==> src/rtl/fetch_pkg.sv <==
// Shared constants and entry type for the instruction prefetch slice.
package fetch_pkg;
    localparam int unsigned INSTR_BYTES      = 4;
    localparam int unsigned DEFAULT_XLEN     = 32;
    localparam logic [DEFAULT_XLEN-1:0] DEFAULT_RESET_PC = '0;

    typedef struct packed {
        logic [DEFAULT_XLEN-1:0] instr;
        logic [DEFAULT_XLEN-1:0] pc;
    } fetch_entry_t;
endpackage

==> src/rtl/instr_prefetch_if.sv <==
// Instruction memory request/response bus between the prefetcher (master) and memory (slave).
interface instr_prefetch_if
    import fetch_pkg::*;
#(
    parameter int unsigned XLEN = DEFAULT_XLEN
);
    logic [XLEN-1:0] memreq_addr;
    logic            memreq_valid;
    logic            memreq_ready;
    logic [XLEN-1:0] memresp_data;
    logic            memresp_valid;

    modport master (
        output memreq_addr, memreq_valid,
        input  memreq_ready, memresp_data, memresp_valid
    );

    modport slave (
        input  memreq_addr, memreq_valid,
        output memreq_ready, memresp_data, memresp_valid
    );
endinterface

==> src/rtl/sync_fifo.sv <==
// Single-clock FIFO with synchronous clear; storage is not reset, only pointers and count.
module sync_fifo #(
    parameter int unsigned WIDTH = 64,
    parameter int unsigned DEPTH = 4
) (
    input  logic                       clk,
    input  logic                       reset,
    input  logic                       push,
    input  logic                       pop,
    input  logic                       clear,
    input  logic [WIDTH-1:0]           din,
    output logic [WIDTH-1:0]           dout,
    output logic [$clog2(DEPTH+1)-1:0] count
);
    localparam int unsigned AW = $clog2(DEPTH);
    localparam int unsigned CW = $clog2(DEPTH + 1);
    localparam logic [CW-1:0] FULL = CW'(DEPTH);

    logic [WIDTH-1:0] mem [DEPTH];
    logic [AW-1:0]    wr_ptr;
    logic [AW-1:0]    rd_ptr;
    logic             do_push;
    logic             do_pop;

    assign do_push = push && !clear && (count != FULL);
    assign do_pop  = pop && !clear && (count != '0);
    assign dout    = mem[rd_ptr];

    always_ff @(posedge clk or negedge reset) begin
        if (!reset) begin
            wr_ptr <= '0;
            rd_ptr <= '0;
            count  <= '0;
        end else if (clear) begin
            wr_ptr <= '0;
            rd_ptr <= '0;
            count  <= '0;
        end else begin
            if (do_push) wr_ptr <= wr_ptr + AW'(1);
            if (do_pop)  rd_ptr <= rd_ptr + AW'(1);
            count <= count + CW'(do_push) - CW'(do_pop);
        end
    end

    always_ff @(posedge clk) begin
        if (do_push) mem[wr_ptr] <= din;
    end
endmodule

==> src/rtl/instr_prefetch.sv <==
// Sequential instruction prefetcher: credit-limited requests, in-order responses into a PC-tagged FIFO.
module instr_prefetch
    import fetch_pkg::*;
#(
    parameter int unsigned     XLEN            = DEFAULT_XLEN,
    parameter int unsigned     DEPTH           = 4,
    parameter int unsigned     MAX_OUTSTANDING = 2,
    parameter logic [XLEN-1:0] RESET_PC        = XLEN'(DEFAULT_RESET_PC)
) (
    input  logic                    clk,
    input  logic                    reset,
    input  logic                    redirect_valid,
    input  logic [XLEN-1:0]         redirect_pc,
    input  logic                    stall,
    instr_prefetch_if.master        mem,
    output logic [XLEN-1:0]         instr_decode,
    output logic [XLEN-1:0]         pc_decode,
    output logic [XLEN-1:0]         next_pc_decode,
    output logic                    valid
);
    localparam int unsigned CW  = $clog2(DEPTH + 1);
    localparam int unsigned CW1 = CW + 1;
    localparam logic [CW1-1:0]  DEPTH_LIM = CW1'(DEPTH);
    localparam logic [CW-1:0]   OS_LIM    = CW'(MAX_OUTSTANDING);
    localparam logic [XLEN-1:0] STEP      = XLEN'(INSTR_BYTES);

    typedef struct packed {
        logic [XLEN-1:0] instr;
        logic [XLEN-1:0] pc;
    } entry_t;

    logic [XLEN-1:0] fetch_pc;
    logic [XLEN-1:0] resp_pc;
    logic [XLEN-1:0] target;
    logic [CW-1:0]   outstanding;
    logic [CW-1:0]   drop_cnt;
    logic [CW-1:0]   fifo_count;
    logic [CW1-1:0]  used;
    logic            run;
    logic            req_fire;
    logic            resp_ok;
    logic            push;
    logic            pop;
    entry_t          head;
    entry_t          wr_entry;
    logic            unused_ok;

    assign unused_ok = &{1'b0, redirect_pc[1:0]};
    assign target    = {redirect_pc[XLEN-1:2], 2'b00};
    assign used      = {1'b0, fifo_count} + {1'b0, outstanding};

    // run holds requests off until the first edge after reset release
    assign mem.memreq_valid = run && !redirect_valid && (used < DEPTH_LIM) && (outstanding < OS_LIM);
    assign mem.memreq_addr  = fetch_pc;

    assign req_fire = mem.memreq_valid && mem.memreq_ready;
    assign resp_ok  = mem.memresp_valid && (outstanding != '0);
    assign push     = resp_ok && (drop_cnt == '0) && !redirect_valid;
    assign pop      = valid && !stall && !redirect_valid;
    assign wr_entry = '{instr: mem.memresp_data, pc: resp_pc};

    assign valid          = (fifo_count != '0);
    assign instr_decode   = valid ? head.instr : '0;
    assign pc_decode      = valid ? head.pc : '0;
    assign next_pc_decode = valid ? head.pc + STEP : '0;

    always_ff @(posedge clk or negedge reset) begin
        if (!reset) begin
            run         <= 1'b0;
            fetch_pc    <= RESET_PC;
            resp_pc     <= RESET_PC;
            outstanding <= '0;
            drop_cnt    <= '0;
        end else begin
            run <= 1'b1;
            if (redirect_valid) begin
                // everything still in flight belongs to the old path, including a response landing now
                fetch_pc    <= target;
                resp_pc     <= target;
                outstanding <= outstanding - CW'(resp_ok);
                drop_cnt    <= outstanding - CW'(resp_ok);
            end else begin
                if (req_fire) fetch_pc <= fetch_pc + STEP;
                if (resp_ok) begin
                    if (drop_cnt != '0) drop_cnt <= drop_cnt - CW'(1);
                    else                resp_pc  <= resp_pc + STEP;
                end
                outstanding <= outstanding + CW'(req_fire) - CW'(resp_ok);
            end
        end
    end

    sync_fifo #(
        .WIDTH ($bits(entry_t)),
        .DEPTH (DEPTH)
    ) u_fifo (
        .clk   (clk),
        .reset (reset),
        .push  (push),
        .pop   (pop),
        .clear (redirect_valid),
        .din   (wr_entry),
        .dout  (head),
        .count (fifo_count)
    );
endmodule

==> src/flat_wrapper.sv <==
// flat-port wrapper written by rule: the top's interface ports become plain ports
module instr_prefetch_flat import fetch_pkg::*;
#(
    parameter int unsigned     XLEN            = DEFAULT_XLEN,
    parameter int unsigned     DEPTH           = 4,
    parameter int unsigned     MAX_OUTSTANDING = 2,
    parameter logic [XLEN-1:0] RESET_PC        = XLEN'(DEFAULT_RESET_PC)
)
  (clk, reset, redirect_valid, redirect_pc, stall, instr_decode, pc_decode, next_pc_decode, valid, mem_memreq_addr, mem_memreq_valid, mem_memreq_ready, mem_memresp_data, mem_memresp_valid);
  instr_prefetch_if #(.XLEN(XLEN)) mem_i ();
  input  logic clk;
  input  logic reset;
  input  logic redirect_valid;
  input  logic [XLEN-1:0] redirect_pc;
  input  logic stall;
  output logic [XLEN-1:0] instr_decode;
  output logic [XLEN-1:0] pc_decode;
  output logic [XLEN-1:0] next_pc_decode;
  output logic valid;
  output wire logic [$bits(mem_i.memreq_addr)-1:0] mem_memreq_addr;
  output wire logic [$bits(mem_i.memreq_valid)-1:0] mem_memreq_valid;
  input wire logic [$bits(mem_i.memreq_ready)-1:0] mem_memreq_ready;
  input wire logic [$bits(mem_i.memresp_data)-1:0] mem_memresp_data;
  input wire logic [$bits(mem_i.memresp_valid)-1:0] mem_memresp_valid;
  assign mem_memreq_addr = mem_i.memreq_addr;
  assign mem_memreq_valid = mem_i.memreq_valid;
  assign mem_i.memreq_ready = mem_memreq_ready;
  assign mem_i.memresp_data = mem_memresp_data;
  assign mem_i.memresp_valid = mem_memresp_valid;
  instr_prefetch #(.XLEN(XLEN), .DEPTH(DEPTH), .MAX_OUTSTANDING(MAX_OUTSTANDING), .RESET_PC(RESET_PC)) u_core (.clk(clk), .reset(reset), .redirect_valid(redirect_valid), .redirect_pc(redirect_pc), .stall(stall), .mem(mem_i), .instr_decode(instr_decode), .pc_decode(pc_decode), .next_pc_decode(next_pc_decode), .valid(valid));
endmodule
==> config.mk <==
export PLATFORM = sky130hd
export DESIGN_NAME = instr_prefetch_flat
export DESIGN_NICKNAME = d
export VERILOG_FILES = /design/src/rtl/fetch_pkg.sv /design/src/rtl/instr_prefetch_if.sv /design/src/rtl/sync_fifo.sv /design/src/rtl/instr_prefetch.sv /design/src/flat_wrapper.sv
export SDC_FILE = /design/constraint.sdc
export NUM_CORES = 1
export LEC_CHECK = 0
export CAP_MARGIN = 20
export CORE_MARGIN = 4
export CORE_UTILIZATION = 30
export DETAILED_ROUTE_END_ITERATION = 8
export PLACE_DENSITY = 0.57
export SKIP_CTS_REPAIR_TIMING = 1
export SYNTH_ARGS = -nofsm -noshare
export SYNTH_HDL_FRONTEND = slang
export SYNTH_SLANG_ARGS = --single-unit
==> constraint.sdc <==
create_clock -name clk -period 9.15 [get_ports clk]
set_input_delay 0.915 -clock clk [delete_from_list [all_inputs] [get_ports clk]]
set_output_delay 0.915 -clock clk [all_outputs]
set_load 0.05 [all_outputs]
-- Word-level counts from Yosys, hierarchy flattened
Memory sizes are Yosys's and may differ from the RTL's.
Cells that the tools add are included.
- register bits: 78
- RAM bits: 256
- word-level logic and storage cells: 70
- memories kept: 1
- memory list (name ; words ; bits a word ; rd ports ; clocked after memory_dff ; write ports ; line ; RTL):
    u_core.u_fifo.mem ; 4 ; 64 ; 1 ; 0 ; 1 ; sync_fifo.sv:19 ; logic [WIDTH-1:0] mem [DEPTH];
- add/sub/neg operators: 12
- order comparisons: 2
- equality and inequality tests: 2
- mux-type cells: 19
- reduce and logical (&&, ||, !) cells: 26
- operators by type and width (operator ; count):
    $mux W32 ; 8
    $add A32 B3 Y32 const B ; 3
    $mux W3 ; 5
    $logic_and A1 B1 Y1 ; 13
    $reduce_bool A2 Y1 ; 5
    $reduce_bool A3 Y1 ; 3
    $sub A3 B1 Y3 ; 3
    $mux W2 ; 4
    $add A3 B1 Y3 ; 2
    $add A2 B1 Y2 const B ; 2
    $add A3 B3 Y4 ; 1
    $lt A4 B3 Y1 const B ; 1
    $reduce_and A2 Y1 ; 2
    $logic_not A3 Y1 ; 1
    $lt A3 B2 Y1 const B ; 1
    $ne A3 B3 Y1 const B ; 1
    $sub A3 B1 Y3 const B ; 1
    $logic_not A1 Y1 ; 2
    $mux W1 ; 2
    $ne A2 B2 Y1 const B ; 1

-- Longest topological paths before layout
Gate-level depths: netlist of the first run.
- depth in word-level cells: 9
- mapped depth: 14

-- Hierarchy
A second synthesis of the first run with hierarchy kept.
- cells, all modules: 1000
- area total of the unflattened synthesis: 14795.4 µm²
- modules (own cells, without submodules) (module ; times used ; cells an instance ; area an instance (µm²) ; sequential area each (µm²)):
    sync_fifo ; 1 ; 377 ; 9679.3 ; 7862.5
    instr_prefetch ; 1 ; 623 ; 5116.2 ; 1676.6

-- Worst setup path after synthesis of the first run
No wires, ideal clock.
- path kind: reg-to-output
- from: reg u_core.u_fifo.rd_ptr[0]
- to: out next_pc_decode[14]
- arrival time: 3.064 ns
- required time: 8.235 ns
- slack: 5.171 ns
- cell stages (with the launch flop): 11
- cells stage by stage: dfrtp_1 buf_6 buf_12 mux4_2 ha_1 nand2_1 o22ai_1 nand4_2 buf_4 or3_1 a21oi_1
- longest elaborated chain between the ends: 3
- RTL lines (item ; line ; RTL):
    start, declared ; sync_fifo.sv:21 ; logic [AW-1:0] rd_ptr;
    start signal, assigned ; sync_fifo.sv:40 ; if (do_pop) rd_ptr <= rd_ptr + AW'(1);
    $mem_v2 Z4 W64 ; n/a ;
    $add A32 B3 Y32 ; instr_prefetch.sv:65 ; assign next_pc_decode = valid ? head.pc + STEP : '0;
    $mux W32 ; instr_prefetch.sv:65 ;
    end, declared ; flat_wrapper.sv:18 ; output logic [XLEN-1:0] next_pc_decode;
No other way between the ends.

-- Worst setup path in the final report of the first run
- from: reg u_core.u_fifo.rd_ptr[0]
- to: out next_pc_decode[28]
The elaborated chain is that of the path after synthesis.

==> results of run 1 <==
[power breakdown]
group | switching, mW | internal, mW
clock | 0.579 | 0.769
sequential | 0.117 | 1.67
combinational | 1.34 | 0.723
[sequential cells by signal (all words and copies together), names as in the netlist]
signal and count:
u_core.outstanding 3, u_core.mem.memreq_addr 30, u_core.resp_pc 30, u_core.u_fifo.count 3, u_core.drop_cnt 3, u_core.u_fifo.wr_ptr 2, u_core.run 1, u_core.u_fifo.mem 248
u_core.u_fifo.rd_ptr 2
[path summary, 6_finish.rpt]
path | endpoint | depth (start not counted) | start | slack [ns]
max in group asynchronous | u_core.u_fifo.rd_ptr[0]$_DFFE_PN0P_ | 2 | reset | 7.73
min | u_core.mem.memreq_addr[19]$_DFFE_PN0P_ | 1 | u_core.mem.memreq_addr[19]$_DFFE_PN0P_ | 0.54
max | next_pc_decode[28] | 7 | u_core.u_fifo.rd_ptr[0]$_DFFE_PN0P_ | 3.50
max reg2reg | u_core.u_fifo.mem[3][38]$_DFFE_PP_ | 7 | u_core.drop_cnt[0]$_DFFE_PN0P_ | 5.55
min reg2reg | u_core.mem.memreq_addr[19]$_DFFE_PN0P_ | 1 | u_core.mem.memreq_addr[19]$_DFFE_PN0P_ | 0.54
min in group asynchronous | u_core.mem.memreq_addr[16]$_DFFE_PN0P_ | 2 | reset | 0.61
[routing by layer]
metal | vias up | GRT usage (%) | routed length (µm)
met5 | - | 0 | 0
met4 | 0 | 2.81 | 537
li1 | 4207 | - | -
met3 | 33 | 3.30 | 2550
met1 | 4631 | 20.3 | 17400
met2 | 321 | 20.6 | 16200
[synth_stat cells (all sizes together) (12+ instances only)]
master / number
buf: 26
clkbuf: 28
nor4: 12
mux2: 24
ha: 18
and3: 20
edfxtp: 248
xnor2: 33
o211ai: 13
dfrtp: 74
nand4: 23
and2: 72
nand2: 71
a21oi: 14
o21ai: 49
xor2: 15
nor2: 47
nand3: 31
inv: 27
o311ai: 12
mux4: 62
nor3: 27
[cell type report]
class                   instances  area, µm²
fillers                      4579      29800
flip-flops and latches        322       9300
multi-input cells             603       4910
repair buffers                200       1970
clock buffers                  45        945
well taps                     615        769
clock inverters                21        166
inverters                      27        101
[cell families (layout without fill, tap and decap cells)]
family          Yosys count  in the layout  share of synthesized area (%)
other cells               2              7                         0.0515
fa+ha+maj                20             20                           1.82
buf+inv                  81            293                           2.77
xor+xnor                 48             48                           2.88
simple gates            335            335                           12.3
compound gates          103            103                           4.30
flops                   322            322                           63.8
mux                      90             90                           12.1
==> flow_metrics.tcl, run 1 <==
set metrics [dict create \
    detailedRoute.firstIterationViolations 647 \
    design_power_total_mw 5.20 \
    synth_top_cell_area_share_pct 51.1 \
    timing.setup.critical_path_class "register to primary output" \
    final_critical_path_share_of_the_clock_period_pct 61.8 \
    placement_rows 80 \
    max-slew-margin-rel_pct 29.3 \
    outcome "completed" \
    placement.io_buffers 191 \
    avgRoutedWirePerCell_um 20.1 \
    clock.fmax_mhz 177 \
    grt_usage_pct 13.7 \
    drv.max_cap_violation_count 0 \
    grt_antenna_before_repair 0 \
    power_per_cell_area_mw_per_mm2 286 \
    area_delta_synth_final_pct 24.6 \
    critPathLaunchType "register" \
    fp.dieArea_mm2 0.0522 \
    synthesis.instances 1001 \
    grt_pass1_vias 9152 \
    detailedPlace.worstSlack_ns 3.95 \
    cts_made_buffers 36 \
    total_leakage_power_nw 6.11 \
    drt-vias-per-instance 5.01 \
    totalNegativeSetupSlack_ns 0 \
    ys_top_cells_by_area "sky130_fd_sc_hd__edfxtp_1 (51%), sky130_fd_sc_hd__dfrtp_1 (13%), sky130_fd_sc_hd__mux4_2 (7.1%), sky130_fd_sc_hd__and2_1 (3.0%), sky130_fd_sc_hd__mux4_1 (2.9%)" \
    grt_start_max_net_pins 75 \
    place.detailed.instances 1767 \
    placed_area_mm2 0.0171 \
    ctsRootBufferMaster "sky130_fd_sc_hd__clkbuf_16" \
    fin_nets 1280 \
    clock_tree.buffer_depth 3 \
    timing_hold_violations_final 0 \
    synth-async-reset-ratio_pct 23.0 \
    start_util_pct 30.4 \
    n_antenna_cell 0 \
    synth_top_area_cell "sky130_fd_sc_hd__edfxtp_1" \
    syn-cell-area_mm2 0.0146 \
    drt_drc_violations_left 0 \
    timing.final.crit_period_ns 5.65 \
    timing.critical_path.buf_inv 2 \
    clk_pin_slew_worst_paths_ns 0.06 \
    drive_above_1_share_pct 12.6 \
    seq_area_frac_synth_pct 63.8 \
    post-dp-hpwl_um 24000 \
    cp.required_ns 8.24 \
    unrepaired_setup_endpoints_after_global_routing "false" \
    avgSynthCellArea_um2 14.6 \
    ir_worst_vdd_mv 0.132 \
    grt.overflow.total 0 \
    cts-htree-levels 2 \
    tightest_slew_ns 1.06 \
    layout.cells.most_common_list "sky130_fd_sc_hd__edfxtp_1 (248), sky130_fd_sc_hd__clkdlybuf4s50_1 (189), sky130_fd_sc_hd__dfrtp_1 (72)" \
    synth-warning-count 0 \
    maximum_fanout_along_the_worst_path 37 \
    final_worst_clock_skew_ns 0.0127 \
    critPathCaptureType "primary output" \
    dieHeight_um 229 \
    grt_first_pass_wirelength_um 56200 \
    worst_slack_ns 3.50 \
    final_area_mm2 0.0182 \
    placeableCoreArea_mm2 0.0479 \
    gp_routability_congestion 0.759 \
    synth-edff-count 248 \
    synth.distinct_cells 56 \
    cts_tree "yes" \
    finalSetupViolations 0 \
    final.hold.worst_slack_ns 0.545 \
    layout_commonest_cell "sky130_fd_sc_hd__edfxtp_1" \
    drt-total-wl_um 36800 \
    critical_path.top_delay_family "buffers and inverters" \
    yosys_most_used_dff "sky130_fd_sc_hd__edfxtp_1" \
    synth.ff_latch_count 322 \
    hp-class "register to register" \
    finish.cell_count_without_fillers 1833 \
    detailedRoute.firstPassIterationCount 5 \
    final_max_slew_viol_count 0 \
    worst_stage_delay_on_the_critical_path_ns 0.79 \
    detailroute.via_count 9192 \
    tritoncts_num_sinks 322 \
    num_io_pins 200 \
    die_width_um 229 \
    worst_skew_late_latency_ns 0.53 \
    finish.utilization_pct 37.9 \
    crit_path_cell_chain "buf_4, mux4_1, and4_1, nand2_4, nor4_1, mux2_2, clkdlybuf4s50_1" \
    ant_nets 0 \
    critPathArrivalTime_ns 4.74 \
    timing.critical_path.slowest_stage_cell "sky130_fd_sc_hd__dfrtp_4" \
]
Power figures use the tool's default switching activity.
==> inputs of run 2 (changes only) <==
Clock period 9.15 ns to 5.3 ns, I/O delays scaled along.
==> run 2 against run 1 <==
Effect of this change: clock skew up 0.012 ns; via count decreased by 0.61%; first-iteration DRC count down 2.9%; largest cell class unchanged; largest power group unchanged.
==> flow_metrics.tcl, run 2 (same netlist as run 1, synthesis figures left out) <==
set metrics [dict create \
    outcome "completed" \
    unrepaired_setup_endpoints_after_global_routing "false" \
    ctsRootBufferMaster "sky130_fd_sc_hd__clkbuf_16" \
    dieHeight_um 229 \
    place.detailed.instances 1775 \
    finalSetupViolations 0 \
    clock_tree.buffer_depth 3 \
    drt-total-wl_um 37500 \
    cts_made_buffers 37 \
    critPathCaptureType "primary output" \
    detailedRoute.firstIterationViolations 628 \
    fin_nets 1291 \
    critPathArrivalTime_ns 4.36 \
    start_util_pct 30.4 \
    critical_path.top_delay_family "simple AND/OR/NAND/NOR gates" \
    ir_worst_vdd_mv 0.211 \
    timing.critical_path.buf_inv 1 \
    critPathLaunchType "register" \
    die_width_um 229 \
    grt_start_max_net_pins 75 \
    timing.final.crit_period_ns 4.89 \
    design_power_total_mw 9.25 \
    drive_above_1_share_pct 13.1 \
    layout_commonest_cell "sky130_fd_sc_hd__edfxtp_1" \
    largest_reg_flops 248 \
    layout.cells.most_common_list "sky130_fd_sc_hd__edfxtp_1 (248), sky130_fd_sc_hd__clkdlybuf4s50_1 (189), sky130_fd_sc_hd__dfrtp_1 (72)" \
    cts_tree "yes" \
    finish.cell_count_without_fillers 1844 \
    registers.top_by_ff_count "u_core.u_fifo.mem" \
    final_worst_clock_skew_ns 0.0243 \
    area_delta_synth_final_pct 26.6 \
    timing.setup.critical_path_class "register to primary output" \
    crit_path_cell_chain "mux4_2, ha_1, nand2_1, o22ai_1, nand4_2, nor4_1, mux2_2, clkdlybuf4s50_1" \
    cts-htree-levels 2 \
    final_max_slew_viol_count 0 \
    worst_skew_late_latency_ns 0.53 \
    cp.required_ns 4.77 \
    tightest_slew_ns 0.972 \
    final_critical_path_share_of_the_clock_period_pct 92.3 \
    grt.overflow.total 0 \
    placeableCoreArea_mm2 0.0479 \
    clk_pin_slew_worst_paths_ns 0.06 \
    placement_rows 80 \
    worst_stage_delay_on_the_critical_path_ns 0.75 \
    num_io_pins 200 \
    grt_pass1_vias 9152 \
    post-dp-hpwl_um 25500 \
    drt_drc_violations_left 0 \
    detailroute.via_count 9136 \
    drv.max_cap_violation_count 0 \
    tritoncts_num_sinks 322 \
    hp-class "input port to asynchronous set/reset pin" \
    grt_first_pass_wirelength_um 57100 \
    max-slew-margin-rel_pct 35.0 \
    ant_nets 0 \
    drt-vias-per-instance 4.95 \
    total_leakage_power_nw 6.25 \
    grt_antenna_before_repair 0 \
    timing.critical_path.slowest_stage_cell "sky130_fd_sc_hd__clkdlybuf4s50_1" \
    detailedRoute.firstPassIterationCount 4 \
    totalNegativeSetupSlack_ns 0 \
    maximum_fanout_along_the_worst_path 22 \
    gp_routability_congestion 0.775 \
    avgRoutedWirePerCell_um 20.4 \
    timing_hold_violations_final 0 \
    clock.fmax_mhz 204 \
    fp.dieArea_mm2 0.0522 \
    placement.io_buffers 191 \
    grt_usage_pct 13.9 \
    power_per_cell_area_mw_per_mm2 501 \
    n_antenna_cell 0 \
]
-- run 2: power by group --
part	internal [mW]	switching [mW]
logic	1.26	2.34
registers	2.88	0.184
clock network	1.59	1.00
-- run 2: through the flow --
| stage | util, % | setup WS [ns] | instance area, µm² | hold slack (ns) |
|---|---|---|---|---|
| global placement | 35.8 | 0.950 | 17200 | 0.531 |
| detailed placement | 35.8 | 0.908 | 17200 | 0.537 |
| global route | 38.5 | 0.0943 | 18500 | 0.440 |
| CTS | 38.4 | 0.328 | 18400 | 0.267 |
| finish | 38.5 | 0.408 | 18500 | 0.434 |
| floorplan | - | 1.69 | 14600 | 0.234 |
-- run 2: path summary, 6_finish.rpt --
| path | startpoint | endpoint | slack, ns | depth (start not counted) |
|---|---|---|---|---|
| worst max-delay path | u_core.u_fifo.rd_ptr[0]$_DFFE_PN0P_ | next_pc_decode[28] | 0.41 | 8 |
| worst min register to register | u_core.mem.memreq_addr[19]$_DFFE_PN0P_ | u_core.mem.memreq_addr[19]$_DFFE_PN0P_ | 0.55 | 1 |
| max in group asynchronous | reset | u_core.u_fifo.rd_ptr[0]$_DFFE_PN0P_ | 4.26 | 4 |
| worst min-delay path | reset | u_core.mem.memreq_addr[14]$_DFFE_PN0P_ | 0.43 | 3 |
| worst max register to register | u_core.drop_cnt[0]$_DFFE_PN0P_ | u_core.u_fifo.mem[3][49]$_DFFE_PP_ | 1.67 | 7 |
| min in group clk | u_core.mem.memreq_addr[19]$_DFFE_PN0P_ | u_core.mem.memreq_addr[19]$_DFFE_PN0P_ | 0.55 | 1 |
-- run 2: worst register-to-register path: stages (launching register included) --
cell and delay, ns:
sky130_fd_sc_hd__dfrtp_1 0.35, sky130_fd_sc_hd__inv_1 0.10, sky130_fd_sc_hd__ha_1 0.17, sky130_fd_sc_hd__nor2b_1 0.45, sky130_fd_sc_hd__nand2_1 0.30, sky130_fd_sc_hd__a211oi_1 0.86
sky130_fd_sc_hd__and2_2 0.74, sky130_fd_sc_hd__buf_4 0.35
-- run 2: area by class of cell --
class / count / area [µm²]
clock buffer: 42 / 955
clock inverter: 25 / 295
fill: 4484 / 29500
inverter: 27 / 101
multi-input combinational: 603 / 4910
sequential: 322 / 9300
tap: 615 / 769
timing repair buffer: 210 / 2130
-- run 2: routing by layer --
metal,up-vias,wire (µm),GRT usage (%)
met2,278,16800,21.3
met1,4603,18000,20.8
met5,-,0,0
met4,0,450,2.41
li1,4224,-,-
met3,31,2340,2.88
